File: src/rtl/rv_issue_ctrl_pkg.sv
// Shared constants, state encoding and ID/EX payload for the issue controller.
package rv_issue_ctrl_pkg;

  localparam int unsigned NREG = 32;
  localparam int unsigned AW   = 5;

  localparam logic [1:0] RUN     = 2'd0;
  localparam logic [1:0] MD_WAIT = 2'd1;
  localparam logic [1:0] HALT    = 2'd2;

  typedef enum logic [1:0] {
    S_RUN     = RUN,
    S_MD_WAIT = MD_WAIT,
    S_HALT    = HALT
  } state_t;

  localparam logic [31:0] EBREAK_INSN = 32'h0010_0073;

  function automatic logic is_ebreak(input logic [31:0] insn);
    return insn == EBREAK_INSN;
  endfunction

  // Fields held in the ID/EX register once an instruction issues.
  typedef struct packed {
    logic [AW-1:0] rd;
    logic          rd_we;
    logic          muldiv;
    logic          ebreak;
  } idex_t;

endpackage

File: src/rtl/rv_issue_ctrl_if.sv
// ID/EX boundary bundle: IDU fields, EXU handshake, mul/div sequencing, writeback.
interface rv_issue_ctrl_if;
  import rv_issue_ctrl_pkg::*;

  logic            id_valid;
  logic            id_ready;
  logic [AW-1:0]   id_rs1;
  logic [AW-1:0]   id_rs2;
  logic            id_rs1_use;
  logic            id_rs2_use;
  logic [AW-1:0]   id_rd;
  logic            id_rd_we;
  logic            id_muldiv;
  logic            id_ebreak;
  logic            ex_valid;
  logic            ex_ready;
  logic            md_start;
  logic            md_done;
  logic            wb_valid;
  logic [AW-1:0]   wb_rd;
  logic            flush;
  logic            halted;
  logic [NREG-1:0] sb_busy;

  // Pipeline environment (IDU/EXU/WB) side.
  modport master (
    output id_valid, id_rs1, id_rs2, id_rs1_use, id_rs2_use, id_rd, id_rd_we,
           id_muldiv, id_ebreak, ex_ready, md_done, wb_valid, wb_rd, flush,
    input  id_ready, ex_valid, md_start, halted, sb_busy
  );

  // Issue controller side.
  modport slave (
    input  id_valid, id_rs1, id_rs2, id_rs1_use, id_rs2_use, id_rd, id_rd_we,
           id_muldiv, id_ebreak, ex_ready, md_done, wb_valid, wb_rd, flush,
    output id_ready, ex_valid, md_start, halted, sb_busy
  );

endinterface

File: src/rtl/rv_scoreboard.sv
// Register busy bits: one set port, two clear ports (set wins), two source reads and an rd probe.
module rv_scoreboard
  import rv_issue_ctrl_pkg::*;
(
  input  logic            clk,
  input  logic            rst,
  input  logic            i_set_en,
  input  logic [AW-1:0]   i_set_idx,
  input  logic            i_clr_a_en,
  input  logic [AW-1:0]   i_clr_a_idx,
  input  logic            i_clr_b_en,
  input  logic [AW-1:0]   i_clr_b_idx,
  input  logic [AW-1:0]   i_rs1,
  input  logic [AW-1:0]   i_rs2,
  input  logic [AW-1:0]   i_rd,
  output logic            o_rs1_busy,
  output logic            o_rs2_busy,
  output logic            o_rd_busy,
  output logic [NREG-1:0] o_busy
);

  logic [NREG-1:0] r_busy;
  logic [NREG-1:0] w_set;
  logic [NREG-1:0] w_clr;
  logic [NREG-1:0] w_next;

  always_comb begin
    w_set = '0;
    w_clr = '0;
    if (i_set_en)   w_set[i_set_idx]   = 1'b1;
    if (i_clr_a_en) w_clr[i_clr_a_idx] = 1'b1;
    if (i_clr_b_en) w_clr[i_clr_b_idx] = 1'b1;
    w_next    = (r_busy & ~w_clr) | w_set;
    // x0 is never tracked.
    w_next[0] = 1'b0;
  end

  always_ff @(posedge clk) begin
    if (rst) r_busy <= '0;
    else     r_busy <= w_next;
  end

  assign o_rs1_busy = r_busy[i_rs1];
  assign o_rs2_busy = r_busy[i_rs2];
  assign o_rd_busy  = r_busy[i_rd];
  assign o_busy     = r_busy;

endmodule

File: src/rtl/rv_issue_ctrl.sv
// ID/EX issue controller: RAW/WAW stall via scoreboard, mul/div sequencing, ebreak halt.
// Optional performance counters on perf_cnt when RV_ISSUE_PERF_EN is defined.
module rv_issue_ctrl
  import rv_issue_ctrl_pkg::*;
(
  input  logic           clk,
  input  logic           rst,
  rv_issue_ctrl_if.slave bus
`ifdef RV_ISSUE_PERF_EN
  ,
  output logic [127:0]   perf_cnt
`endif
);

  state_t          r_state;
  idex_t           r_idex;
  logic            r_ex_valid;
  logic            r_md_start;
  logic            r_halted;
  logic            r_md_drop;

  idex_t           w_idex;
  logic            w_rs1_busy;
  logic            w_rs2_busy;
  logic            w_rd_busy;
  logic [NREG-1:0] w_sb;
  logic            w_hazard;
  logic            w_id_ready;
  logic            w_issue;
  logic            w_ex_hs;
  logic            w_set_en;
  logic            w_flush_clr;

  assign w_idex = '{rd: bus.id_rd, rd_we: bus.id_rd_we,
                    muldiv: bus.id_muldiv, ebreak: bus.id_ebreak};

  assign w_hazard = (bus.id_rs1_use & w_rs1_busy) |
                    (bus.id_rs2_use & w_rs2_busy) |
                    (bus.id_rd_we   & w_rd_busy);

  // Held ebreak blocks further issue; a pending dropped mul/div result blocks the next mul/div.
  assign w_id_ready = (r_state == S_RUN) & ~w_hazard & ~bus.flush &
                      (~r_ex_valid | bus.ex_ready) &
                      ~(r_ex_valid & r_idex.ebreak) &
                      ~(bus.id_muldiv & r_md_drop);

  assign w_issue  = bus.id_valid & w_id_ready;
  assign w_ex_hs  = r_ex_valid & bus.ex_ready;
  assign w_set_en = w_issue & bus.id_rd_we & (bus.id_rd != '0);

  // Flush releases the held rd only if the instruction never reached the EXU.
  assign w_flush_clr = bus.flush & r_idex.rd_we &
                       ((r_ex_valid & ~bus.ex_ready) | (r_state == S_MD_WAIT));

  rv_scoreboard u_sb (
    .clk         (clk),
    .rst         (rst),
    .i_set_en    (w_set_en),
    .i_set_idx   (bus.id_rd),
    .i_clr_a_en  (bus.wb_valid),
    .i_clr_a_idx (bus.wb_rd),
    .i_clr_b_en  (w_flush_clr),
    .i_clr_b_idx (r_idex.rd),
    .i_rs1       (bus.id_rs1),
    .i_rs2       (bus.id_rs2),
    .i_rd        (bus.id_rd),
    .o_rs1_busy  (w_rs1_busy),
    .o_rs2_busy  (w_rs2_busy),
    .o_rd_busy   (w_rd_busy),
    .o_busy      (w_sb)
  );

  always_ff @(posedge clk) begin
    if (rst) begin
      r_state    <= S_RUN;
      r_idex     <= '0;
      r_ex_valid <= 1'b0;
      r_md_start <= 1'b0;
      r_halted   <= 1'b0;
      r_md_drop  <= 1'b0;
    end else begin
      r_md_start <= 1'b0;
      if (w_ex_hs) r_ex_valid <= 1'b0;
      if (w_issue) begin
        r_idex <= w_idex;
        if (bus.id_muldiv) begin
          r_md_start <= 1'b1;
          r_state    <= S_MD_WAIT;
        end else begin
          r_ex_valid <= 1'b1;
        end
      end
      case (r_state)
        S_RUN: begin
          if (w_ex_hs && r_idex.ebreak) begin
            r_state  <= S_HALT;
            r_halted <= 1'b1;
          end
        end
        S_MD_WAIT: begin
          if (bus.flush) begin
            r_state   <= S_RUN;
            r_md_drop <= ~bus.md_done;
          end else if (bus.md_done && r_idex.muldiv) begin
            r_ex_valid <= 1'b1;
            r_state    <= S_RUN;
          end
        end
        default: ;
      endcase
      if (bus.flush) r_ex_valid <= 1'b0;
      // The orphaned result of a flushed mul/div retires the drop flag.
      if (r_md_drop && bus.md_done) r_md_drop <= 1'b0;
    end
  end

  assign bus.id_ready = w_id_ready;
  assign bus.ex_valid = r_ex_valid;
  assign bus.md_start = r_md_start;
  assign bus.halted   = r_halted;
  assign bus.sb_busy  = w_sb;

`ifdef RV_ISSUE_PERF_EN
  localparam int unsigned CW = 32;

  logic [CW-1:0] r_cnt_issued;
  logic [CW-1:0] r_cnt_raw;
  logic [CW-1:0] r_cnt_md;
  logic [CW-1:0] r_cnt_ex;

  // Saturating event counters.
  always_ff @(posedge clk) begin
    if (rst) begin
      r_cnt_issued <= '0;
      r_cnt_raw    <= '0;
      r_cnt_md     <= '0;
      r_cnt_ex     <= '0;
    end else begin
      if (w_ex_hs && (r_cnt_issued != '1))
        r_cnt_issued <= r_cnt_issued + CW'(1);
      if (bus.id_valid && w_hazard && (r_cnt_raw != '1))
        r_cnt_raw <= r_cnt_raw + CW'(1);
      if ((r_state == S_MD_WAIT) && (r_cnt_md != '1))
        r_cnt_md <= r_cnt_md + CW'(1);
      if (r_ex_valid && !bus.ex_ready && (r_cnt_ex != '1))
        r_cnt_ex <= r_cnt_ex + CW'(1);
    end
  end

  assign perf_cnt = {r_cnt_issued, r_cnt_raw, r_cnt_md, r_cnt_ex};
`endif

endmodule

File: src/flat_wrapper.sv
// flat-port wrapper written by rule: the top's interface ports become plain ports
module rv_issue_ctrl_flat import rv_issue_ctrl_pkg::*;
  (clk, rst, bus_id_valid, bus_id_rs1, bus_id_rs2, bus_id_rs1_use, bus_id_rs2_use, bus_id_rd, bus_id_rd_we, bus_id_muldiv, bus_id_ebreak, bus_ex_ready, bus_md_done, bus_wb_valid, bus_wb_rd, bus_flush, bus_id_ready, bus_ex_valid, bus_md_start, bus_halted, bus_sb_busy);
  rv_issue_ctrl_if bus_i ();
  input  logic clk;
  input  logic rst;
  input wire logic [$bits(bus_i.id_valid)-1:0] bus_id_valid;
  input wire logic [$bits(bus_i.id_rs1)-1:0] bus_id_rs1;
  input wire logic [$bits(bus_i.id_rs2)-1:0] bus_id_rs2;
  input wire logic [$bits(bus_i.id_rs1_use)-1:0] bus_id_rs1_use;
  input wire logic [$bits(bus_i.id_rs2_use)-1:0] bus_id_rs2_use;
  input wire logic [$bits(bus_i.id_rd)-1:0] bus_id_rd;
  input wire logic [$bits(bus_i.id_rd_we)-1:0] bus_id_rd_we;
  input wire logic [$bits(bus_i.id_muldiv)-1:0] bus_id_muldiv;
  input wire logic [$bits(bus_i.id_ebreak)-1:0] bus_id_ebreak;
  input wire logic [$bits(bus_i.ex_ready)-1:0] bus_ex_ready;
  input wire logic [$bits(bus_i.md_done)-1:0] bus_md_done;
  input wire logic [$bits(bus_i.wb_valid)-1:0] bus_wb_valid;
  input wire logic [$bits(bus_i.wb_rd)-1:0] bus_wb_rd;
  input wire logic [$bits(bus_i.flush)-1:0] bus_flush;
  output wire logic [$bits(bus_i.id_ready)-1:0] bus_id_ready;
  output wire logic [$bits(bus_i.ex_valid)-1:0] bus_ex_valid;
  output wire logic [$bits(bus_i.md_start)-1:0] bus_md_start;
  output wire logic [$bits(bus_i.halted)-1:0] bus_halted;
  output wire logic [$bits(bus_i.sb_busy)-1:0] bus_sb_busy;
  assign bus_i.id_valid = bus_id_valid;
  assign bus_i.id_rs1 = bus_id_rs1;
  assign bus_i.id_rs2 = bus_id_rs2;
  assign bus_i.id_rs1_use = bus_id_rs1_use;
  assign bus_i.id_rs2_use = bus_id_rs2_use;
  assign bus_i.id_rd = bus_id_rd;
  assign bus_i.id_rd_we = bus_id_rd_we;
  assign bus_i.id_muldiv = bus_id_muldiv;
  assign bus_i.id_ebreak = bus_id_ebreak;
  assign bus_i.ex_ready = bus_ex_ready;
  assign bus_i.md_done = bus_md_done;
  assign bus_i.wb_valid = bus_wb_valid;
  assign bus_i.wb_rd = bus_wb_rd;
  assign bus_i.flush = bus_flush;
  assign bus_id_ready = bus_i.id_ready;
  assign bus_ex_valid = bus_i.ex_valid;
  assign bus_md_start = bus_i.md_start;
  assign bus_halted = bus_i.halted;
  assign bus_sb_busy = bus_i.sb_busy;
  rv_issue_ctrl u_core (.clk(clk), .rst(rst), .bus(bus_i));
endmodule
File: config.mk
export PLATFORM = sky130hd
export DESIGN_NAME = rv_issue_ctrl_flat
export DESIGN_NICKNAME = d
export VERILOG_FILES = /design/src/rtl/rv_issue_ctrl_pkg.sv /design/src/rtl/rv_issue_ctrl_if.sv /design/src/rtl/rv_scoreboard.sv /design/src/rtl/rv_issue_ctrl.sv /design/src/flat_wrapper.sv
export SDC_FILE = /design/constraint.sdc
export NUM_CORES = 1
export LEC_CHECK = 0
export CAP_MARGIN = 20
export CORE_ASPECT_RATIO = 0.5
export CORE_UTILIZATION = 35
export DETAILED_ROUTE_END_ITERATION = 6
export GPL_TIMING_DRIVEN = 0
export SLEW_MARGIN = 20
export SYNTH_ARGS = -nofsm -noshare
export SYNTH_HDL_FRONTEND = slang
export SYNTH_HIERARCHICAL = 1
export SYNTH_SLANG_ARGS = --single-unit
File: constraint.sdc
create_clock -name clk -period 3.3 [get_ports clk]
set_input_delay 0.66 -clock clk [delete_from_list [all_inputs] [get_ports clk]]
set_output_delay 0.66 -clock clk [all_outputs]
set_load 0.02 [all_outputs]
## Yosys cells after proc, flatten, opt, wreduce, memory -nomap -nowiden

Index checks and enable logic that the tools add are counted.
W data, S select, Z words.

- Memories: 0
- Bits in writable memories: 0
- Bits in latches: 0
- Memory bits (read-only): 0
- Bits in registers: 46
- Word-level logic and storage cells: 93
- Input port bits: 32
- Output and inout bits: 36

- Bitwise operators: 33
- $add $sub $neg: 0
- Magnitude comparators: 8
- Equality and inequality tests: 1
- Shift operators: 0
- Divide/modulo/power cells: 0
- Reductions and logical operators: 13
- Multiplexer cells: 27
- Multipliers: 0

Operators with widths:

| operator | number |
|---|---|
| $mux W32 | 3 |
| $or A32 B32 Y32 | 2 |
| $and A32 B32 Y32 | 1 |
| $not A32 Y32 | 1 |
| $lt A5 B6 Y1 const B | 5 |
| $and A1 B1 Y1 | 17 |
| $bmux W1 S5 | 3 |
| $demux W1 S5 | 3 |
| $ge A5 B1 Y1 const B | 3 |
| $mux W1 | 12 |
| $mux W2 | 5 |
| $not A1 Y1 | 8 |
| $logic_and A1 B1 Y1 | 6 |
| $reduce_or A2 Y1 | 3 |
| $reduce_bool A5 Y1 | 1 |
| $or A1 B1 Y1 | 4 |
| $pmux W2 S2 | 1 |
| $reduce_and A2 Y1 | 2 |
| $eq A2 B1 Y1 const B | 1 |
| $logic_not A2 Y1 | 1 |

## Depth between registers and ports, before layout

Gate-level depths: netlist of run 1.

- Word-level depth: 16
- Depth in mapped cells: 14
- Depth with buffers taken out: 12

## By module

Netlist of run 1, hierarchy kept.

Modules (own cells, without submodules):

| module | area each (sq um) | cells an instance | times used |
|---|---|---|---|
| rv_scoreboard | 2453.6 | 283 | 1 |
| rv_issue_ctrl | 666.9 | 70 | 1 |

## Worst setup path after synthesis of run 1

OpenSTA, ideal clock, no wires.

- Path type: input -> register
- Start: input bus_id_rd[0]
- End: register u_core.u_sb.r_busy[12] (netlist: u_core/u_sb/o_busy[12])
- Path buffers: 2
- Setup slack: -196 ps
- Cell stages on the path: 13
- Setup time: 66 ps
- Data required time: 3234 ps
- Arrival: 3430 ps
- Cell sequence: buf_6 mux4_2 nand2b_1 o211ai_1 nand4_1 a22o_1 a2111oi_4 and2_2 buf_2 o311a_1 nor3b_1 a22oi_1 nor2_1

- Longest elaborated chain between the ends: 15
- Elaborated cells on any way between the ends: 21

RTL lines:

| what | line | RTL |
|---|---|---|
| start: declaration | flat_wrapper.sv:12 | `input wire logic [$bits(bus_i.id_rd)-1:0] bus_id_rd;` |
| $bmux W1 S5 | rv_scoreboard.sv:45 | `assign o_rd_busy = r_busy[i_rd];` |
| $mux W1 (implied by the code) | rv_scoreboard.sv:45 |  |
| via u_core.w_rd_busy | rv_issue_ctrl.sv:25 | `logic w_rd_busy;` |
| $and A1 B1 Y1 | rv_issue_ctrl.sv:39 | `(bus.id_rd_we & w_rd_busy);` |
| $or A1 B1 Y1 | rv_issue_ctrl.sv:38 | `(bus.id_rs2_use & w_rs2_busy) \|` |
| $not A1 Y1 | rv_issue_ctrl.sv:42 | `assign w_id_ready = (r_state == S_RUN) & ~w_hazard & ~bus.flush &` |
| $and A1 B1 Y1 (3 in series) | rv_issue_ctrl.sv:42 |  |
| $and A1 B1 Y1 | rv_issue_ctrl.sv:43 | `(~r_ex_valid \| bus.ex_ready) &` |
| $and A1 B1 Y1 | rv_issue_ctrl.sv:44 | `~(r_ex_valid & r_idex.ebreak) &` |
| $and A1 B1 Y1 | rv_issue_ctrl.sv:47 | `assign w_issue = bus.id_valid & w_id_ready;` |
| $and A1 B1 Y1 (2 in series) | rv_issue_ctrl.sv:49 | `assign w_set_en = w_issue & bus.id_rd_we & (bus.id_rd != '0);` |
| via u_core.w_set_en | rv_issue_ctrl.sv:31 | `logic w_set_en;` |
| $mux W32 | rv_scoreboard.sv:30 | `if (i_set_en) w_set[i_set_idx] = 1'b1;` |
| $or A32 B32 Y32 | rv_scoreboard.sv:33 | `w_next = (r_busy & ~w_clr) \| w_set;` |
| end signal: assignment | rv_scoreboard.sv:40 | `else r_busy <= w_next;` |
| end: declaration | rv_scoreboard.sv:22 | `logic [NREG-1:0] r_busy;` |

The timed path passes the listed nets, and every way through them passes these cells. The select of a mux whose other input is x is not followed.
A chain may end at the register's enable or synchronous reset.

## Worst setup path in the final report of run 1

- Start: input bus_id_rs1[0]
- End: output bus_id_ready

- Longest elaborated chain between the ends: 11

RTL lines:

| what | line | RTL |
|---|---|---|
| start: declaration | flat_wrapper.sv:8 | `input wire logic [$bits(bus_i.id_rs1)-1:0] bus_id_rs1;` |
| $bmux W1 S5 | rv_scoreboard.sv:43 | `assign o_rs1_busy = r_busy[i_rs1];` |
| $mux W1 (implied by the code) | rv_scoreboard.sv:43 |  |
| via u_core.w_rs1_busy | rv_issue_ctrl.sv:23 | `logic w_rs1_busy;` |
| $and A1 B1 Y1 | rv_issue_ctrl.sv:37 | `assign w_hazard = (bus.id_rs1_use & w_rs1_busy) \|` |
| $or A1 B1 Y1 | rv_issue_ctrl.sv:37 |  |
| $or A1 B1 Y1 | rv_issue_ctrl.sv:38 |  |
| $not A1 Y1 | rv_issue_ctrl.sv:42 |  |
| $and A1 B1 Y1 (3 in series) | rv_issue_ctrl.sv:42 |  |
| $and A1 B1 Y1 | rv_issue_ctrl.sv:43 |  |
| $and A1 B1 Y1 | rv_issue_ctrl.sv:44 |  |
| end: declaration | flat_wrapper.sv:21 | `output wire logic [$bits(bus_i.id_ready)-1:0] bus_id_ready;` |

The timed path passes the listed nets, and every way through them passes these cells. The select of a mux whose other input is x is not followed.

==> results of run 1 <==
worst paths after layout:
| kind | start | to | slack [ps] | cells after the start |
|---|---|---|---|---|
| setup / recovery | bus_id_rs1[0] | bus_id_ready | 2 | 8 |
| hold reg to reg | u_core/bus.halted$_SDFFE_PP0P_ | u_core/bus.halted$_SDFFE_PP0P_ | 460 | 2 |
| setup reg to reg | u_core/u_sb/o_busy[6]$_SDFF_PP0_ | u_core/u_sb/o_busy[4]$_SDFF_PP0_ | 220 | 12 |
| hold / removal | u_core/bus.halted$_SDFFE_PP0P_ | u_core/bus.halted$_SDFFE_PP0P_ | 460 | 2 |
through the flow:
step	utilization [%]	hold slack (ps)
floorplan	-	449
finish	50.9	459
global route	50.8	481
detailed placement	46.7	448
global placement	46.7	436
CTS	49.9	458
per-layer routing:
| metal | vias up | part of all wire [%] | GRT usage (%) |
|---|---|---|---|
| met2 | 164 | 43 | 36.6 |
| li1 | 1522 | - | - |
| met5 | - | 0 | 0 |
| met4 | 0 | 1.0 | 7.02 |
| met3 | 15 | 8.6 | 6.07 |
| met1 | 1571 | 47 | 32.9 |
cell families (layout without fill, tap and decap cells):
| logic type | Yosys count | in the layout |
|---|---|---|
| buffers and inverters | 31 | 108 |
| and+or+nand+nor | 134 | 134 |
| other | 1 | 2 |
| DFF | 45 | 45 |
| muxes | 36 | 36 |
| AOI/OAI and AO/OA | 106 | 106 |
area by class of cell:
cell class	count	area [um2]	share of cell area (%)
multi-input cells	277	2130	50.3
well taps	112	140	3.31
plain buffers	24	171	4.05
flip-flops and latches	45	901	21.3
diodes	1	2.50	0.0592
inverters	5	18.8	0.444
clock buffers	7	153	3.61
clock inverters	1	5.00	0.118
repair buffers	71	712	16.8
cells in the final DEF, fill, tap and decap left out, types with 10 or more instances in the layout:
cell type,n
and3b_1,13
clkdlybuf4s50_1,52
nand2b_1,14
nand3_1,13
mux2i_1,26
a21oi_1,14
clkbuf_1,10
nor2_1,40
a22oi_1,64
dfxtp_1,45
buf_4,12
worst max-delay path, cell delays in order:
cell,delay [ps]
buf_6,110
mux4_1,600
o2111ai_2,230
nand4_1,180
a22o_1,250
a2111oi_4,360
buf_6,150
buf_6,100
flip-flops by register name, summed over array words and instances (netlist names):
register             count
u_core/u_sb/o_busy      31
u_core/r_state           2
u_core/bus.ex_valid      1
u_core/r_idex            8
u_core/bus.halted        1
u_core/bus.md_start      1
u_core/r_md_drop         1
power by group:
part | total, mW | leakage, nW | switching [mW] | internal, mW
sequential | 0.563 | 0.363 | 0.0122 | 0.551
clock | 0.543 | 0.0799 | 0.222 | 0.321
combinational | 0.240 | 1.09 | 0.130 | 0.110
synthesized netlist by cell type, drive strengths merged, types with 2 or more instances:
cell,number
a211oi,3
a21oi,14
a22o,2
a22oi,68
and3,6
and3b,13
buf,14
clkbuf,12
dfxtp,45
inv,5
mux2i,27
mux4,9
nand2,7
nand2b,16
nand3,13
nand4,5
nand4b,7
nor2,41
nor2b,6
nor3,4
nor3b,12
o2111ai,3
o211ai,3
o21ai,8
or3,2
timing repair:
item                       in CTS  in global routing
setup buffers                   6                  4
pin swaps                       4                  7
resized for setup              47                 16
setup endpoints to repair      43                 32
hold endpoints to repair        0                  0
==> metrics.yaml, run 1 <==
status: "finished, final reports clean"
asyncSetResetFlopFracSynth_pct: 0
hold_class: "reg -> reg"
total_power_mw: 1.35
start_util_pct: 37.5
synth_xor_area_share_pct: 0
cts_tree: "built"
synth_area_leaders: "dfxtp_1 29%, a22oi_1 16%, mux2i_1 8.7%, nor2_1 4.9%, mux4_2 4.3%"
syn_inst: 353
grt_util_all_layers_pct: 23.8
clockBufferDepth: 2
clk_pin_slew_ps: 60
clock-skew-final_ps: 2.91
crit_path_end_kind: "output port"
vdd_drop_max_mv: 0.201
setup_viol: 0
grt_pass1_vias: 3052
final-hold-violation-count: 0
fin_area_mm2: 0.00423
overflow: 0
ys_ff_latch: 45
ant_nets: 0
crit_type: "in -> out"
finalMaxSlewViolations: 0
worstPathRequired_ps: 2640
cp.arrival_ps: 2640
syn_area_mm2: 0.00312
synth_compound_area_share_pct: 24.6
fin_crit_sh_pct: 99.9
rows: 23
wire_per_inst_um: 20.2
grt_antenna_before_repair: 0
drtIter0Drc: 351
portBuffers: 61
grt_max_degree: 18
fin_cells: 543
htree_levels: 2
root_buffer: "clkbuf_16"
clk_latency_ps: 290
synth_fa_ha_area_share_pct: 0
critPathMaxFanout: 7
dieArea_mm2: 0.00932
postCtsHoldBufs: 0
yosysSeqAreaShare_pct: 28.9
drc: 0
place.gp.congestion: 0.889
synth_mux_area_share_pct: 15.5
netlist.area_leader.share_pct: 28.9
placedCellCount: 526
firstDrtPassIters: 5
cts_sinks: 45
worst_slew_pin_slew_ps: 661
area_growth_pct: 35.6
cp-start-kind: "input pin"
num_vias: 3272
fmax_mhz: 303
finalCriticalPeriod_ps: 3300
yosys.area_share.simple_pct: 25.4
core-area_mm2: 0.00832
io_pins: 68
slew_headroom_pct: 55.7
synth_top_family_by_area: "simple AND/OR/NAND/NOR gates"
syn_nets: 385
synth.distinct_cells: 38
synth_top_cell_by_area: "dfxtp_1"
die_w_um: 136
post_drt_via_cell_ratio: 6.03
place_area_mm2: 0.00388
grt_pass1_wl_um: 16500
numCtsBuffers: 5
synth_warnings: 6
pre_cts_ws_ps: -1440
setup_tns_ps: 0
dp_hpwl_um: 7960
drive_above_1_share_pct: 14.7
p_per_area_mw_per_mm2: 318
synth_edf_count: 0
die_y_um: 68.8
fillers: 760
maxCapViolCount: 0
wl_um: 11000
nets: 461
setup_slack_ps: 1.81
syn_area_per_cell_um2: 8.84
p_leak_nw: 1.53
dominantRegCellSynth: "dfxtp_1"
rsz0062_at_grt: "true"
(Power assumes the default switching activity.)
==> run 2, diff against run 1 <==
--- a/config.mk
+++ b/config.mk
@@ -10,6 +10,7 @@
 export CORE_UTILIZATION = 35
 export DETAILED_ROUTE_END_ITERATION = 6
 export GPL_TIMING_DRIVEN = 0
+export PLACE_DENSITY = 0.68
 export SLEW_MARGIN = 20
 export SYNTH_ARGS = -nofsm -noshare
 export SYNTH_HDL_FRONTEND = slang
==> run 2 against run 1 <==
Net effect: the run now ends with negative setup slack left; combinational power rose by 3%; core utilization is 1.5 points higher; worst hold slack lost 2.9 ps; fmax decreased by 1.1%; critical path depth is 1 higher; non-clock buffer count grew 3; wire length decreased by 4.3%; clock power increased by 2%; design area increased by 2.9%; sequential cell count is the same.
==> metrics.yaml, run 2 (synthesis gave the netlist of run 1 again) <==
numCtsBuffers: 5  # unchanged
fin_crit_sh_pct: 101  # +1.1 points
final_common_cell: "clkdlybuf4s50_1"
htree_levels: 2  # unchanged
hold_start: "u_core/bus.halted$_SDFFE_PP0P_"
grt_util_all_layers_pct: 22.4  # -1.4 points
portBuffers: 61  # unchanged
cpMaxStageDelayCell: "mux4_2"
area_growth_pct: 39.5
cts_sinks: 45  # unchanged
worst_slew_pin_slew_ps: 767  # +106 ps
post_drt_via_cell_ratio: 5.99  # -0.55%
postCtsHoldBufs: 0  # unchanged
finalMaxSlewViolations: 0  # unchanged
clk_latency_ps: 290  # about the same
io_pins: 68  # unchanged
place.gp.congestion: 0.835  # -6.2%
finalCriticalPeriod_ps: 3330  # +35.4 ps
hold_slack_ps: 456  # -2.88 ps
drive_above_1_share_pct: 19.9  # +5.3 points
slew_headroom_pct: 48.7  # -7.0 points
crit_top_cell: "buf_6"
final_core_util_pct: 52.3  # +1.5 points
hold_class: "reg -> reg"
rsz0062_at_grt: "true"
slowest_delay_ps: 480  # -120 ps
vdd_drop_max_mv: 0.257  # +27%
num_vias: 3260  # -0.37%
grt_max_degree: 18  # unchanged
start_util_pct: 37.5  # unchanged
holdPathStages: 2  # unchanged
die_y_um: 68.8  # unchanged
fmax_mhz: 300  # -1.1%
setup_viol: 1  # +1
worstPathRequired_ps: 2640  # about the same
die_w_um: 136  # unchanged
critPathMaxFanout: 7  # unchanged
clock-skew-final_ps: 6.85  # +3.94 ps
r2r_slack_ps: 160  # -60 ps
final-hold-violation-count: 0  # unchanged
ant_nets: 0  # unchanged
dieArea_mm2: 0.00932  # unchanged
reg2reg_from: "u_core/u_sb/o_busy[4]$_SDFF_PP0_"
reg2reg_to: "u_core/u_sb/o_busy[16]$_SDFF_PP0_"
maxCapViolCount: 0  # unchanged
firstDrtPassIters: 5  # unchanged
status: "complete, but fails checks"
largest_reg_flops: 31  # unchanged
hold_path_end: "u_core/bus.halted$_SDFFE_PP0P_"
antenna_cells: 0  # -1
clockBufferDepth: 2  # unchanged
place_area_mm2: 0.00388  # unchanged
grt_antenna_before_repair: 0  # unchanged
grt_pass1_wl_um: 15700  # -4.5%
p_leak_nw: 1.55  # +1.3%
wl_um: 10500  # -4.3%
total_power_mw: 1.36  # +1.1%
layout_common_cells: "51 x clkdlybuf4s50_1, 47 x a22oi_1, 45 x dfxtp_1, 40 x nor2_1, 26 x mux2i_1"
crit_type: "in -> out"
cts_tree: "built"
rows: 23  # unchanged
dp_hpwl_um: 7320  # -8.0%
overflow: 0  # unchanged
wire_per_inst_um: 19.3  # -4.5%
violations: "negative setup slack"
fin_area_mm2: 0.00435  # +2.9%
nets: 464  # +0.65%
cp-start-kind: "input pin"
cp.arrival_ps: 2670  # +30 ps
reg2regPathDepth: 12  # unchanged
clk_pin_slew_ps: 60  # about the same
root_buffer: "clkbuf_16"
crit_path_cell_trace: "buf_8, mux4_2, nand2b_1, o211ai_1, nand4_1, a22o_1, a2111oi_4, buf_6, buf_6"
p_per_area_mw_per_mm2: 313  # -1.7%
drtIter0Drc: 320  # -8.8%
crit_path_end_kind: "output port"
core-area_mm2: 0.00832  # unchanged
drc: 0  # unchanged
setup_slack_ps: -33.6  # -35.4 ps
grt_pass1_vias: 2938  # -3.7%
## run 2: cell types whose count changed in the layout (fill, tap and decap cells not counted), moves of 2 or more
cell,delta
buf_8,+2
a22oi_1,-17
clkbuf_8,-3
a22oi_2,+17
buf_6,+2
buf_4,+2
## run 2: stage by stage
stage                     setup WS, ps  std cells  TNS, ps
after global routing              -134        544    -1670
after detailed placement         -1330        526   -42760
after CTS                        -4.82        539    -10.8
after floorplan                   19.2        353        0
final                            -33.6        544    -33.6
after global placement           -1280        526   -40760
## run 2: final cells by class
class | count | area [um2]
buffer | 24 | 180
multi-input combinational | 277 | 2230
clock inverter | 2 | 35.0
fill | 770 | 3970
timing repair buffer | 74 | 723
tap | 112 | 140
sequential | 45 | 901
inverter | 5 | 18.8
clock buffer | 5 | 125
## run 2: where the power goes
group | leakage, nW | switching (mW) | internal [mW]
combinational | 1.11 | 0.133 | 0.114
clock | 0.0797 | 0.201 | 0.351
sequential | 0.363 | 0.0106 | 0.551
## run 2: worst max-delay path by stage
| stage | depth (start not counted) | endpoint | slack (ps) | start |
|---|---|---|---|---|
| floorplan | 13 | u_core/u_sb/o_busy[12]$_SDFF_PP0_ | 20 | bus_id_rd[0] |
| global placement | 14 | u_core/u_sb/o_busy[4]$_SDFF_PP0_ | -1280 | bus_id_rd[0] |
| detailed placement | 14 | u_core/u_sb/o_busy[12]$_SDFF_PP0_ | -1330 | bus_id_rd[0] |
| CTS | 10 | bus_id_ready | -5 | bus_id_rd[0] |
| global route | 9 | bus_id_ready | -130 | bus_id_rd[0] |
| finish | 9 | bus_id_ready | -30 | bus_id_rs1[0] |
## run 2: worst max-delay path: cells and delay by family
family / cells / cell delay (ps)
buffers and inverters: 3 / 380
multiplexers: 1 / 480
AND/OR/NAND/NOR: 2 / 390
AO/OA/AOI/OAI: 3 / 780
## run 2: metal layers
metal | GRT usage [%] | part of all wire [%] | up-vias
met5 | 0 | 0 | -
met4 | 6.18 | 1.1 | 0
met3 | 6.65 | 9.0 | 18
met2 | 35.4 | 45 | 171
met1 | 29.9 | 45 | 1550
li1 | - | - | 1521
## run 2: timing repair
item                       CTS  global route
setup endpoints to repair   43            32
gates resized for setup     48            45
pin swaps                    7            29
setup buffers                7             6
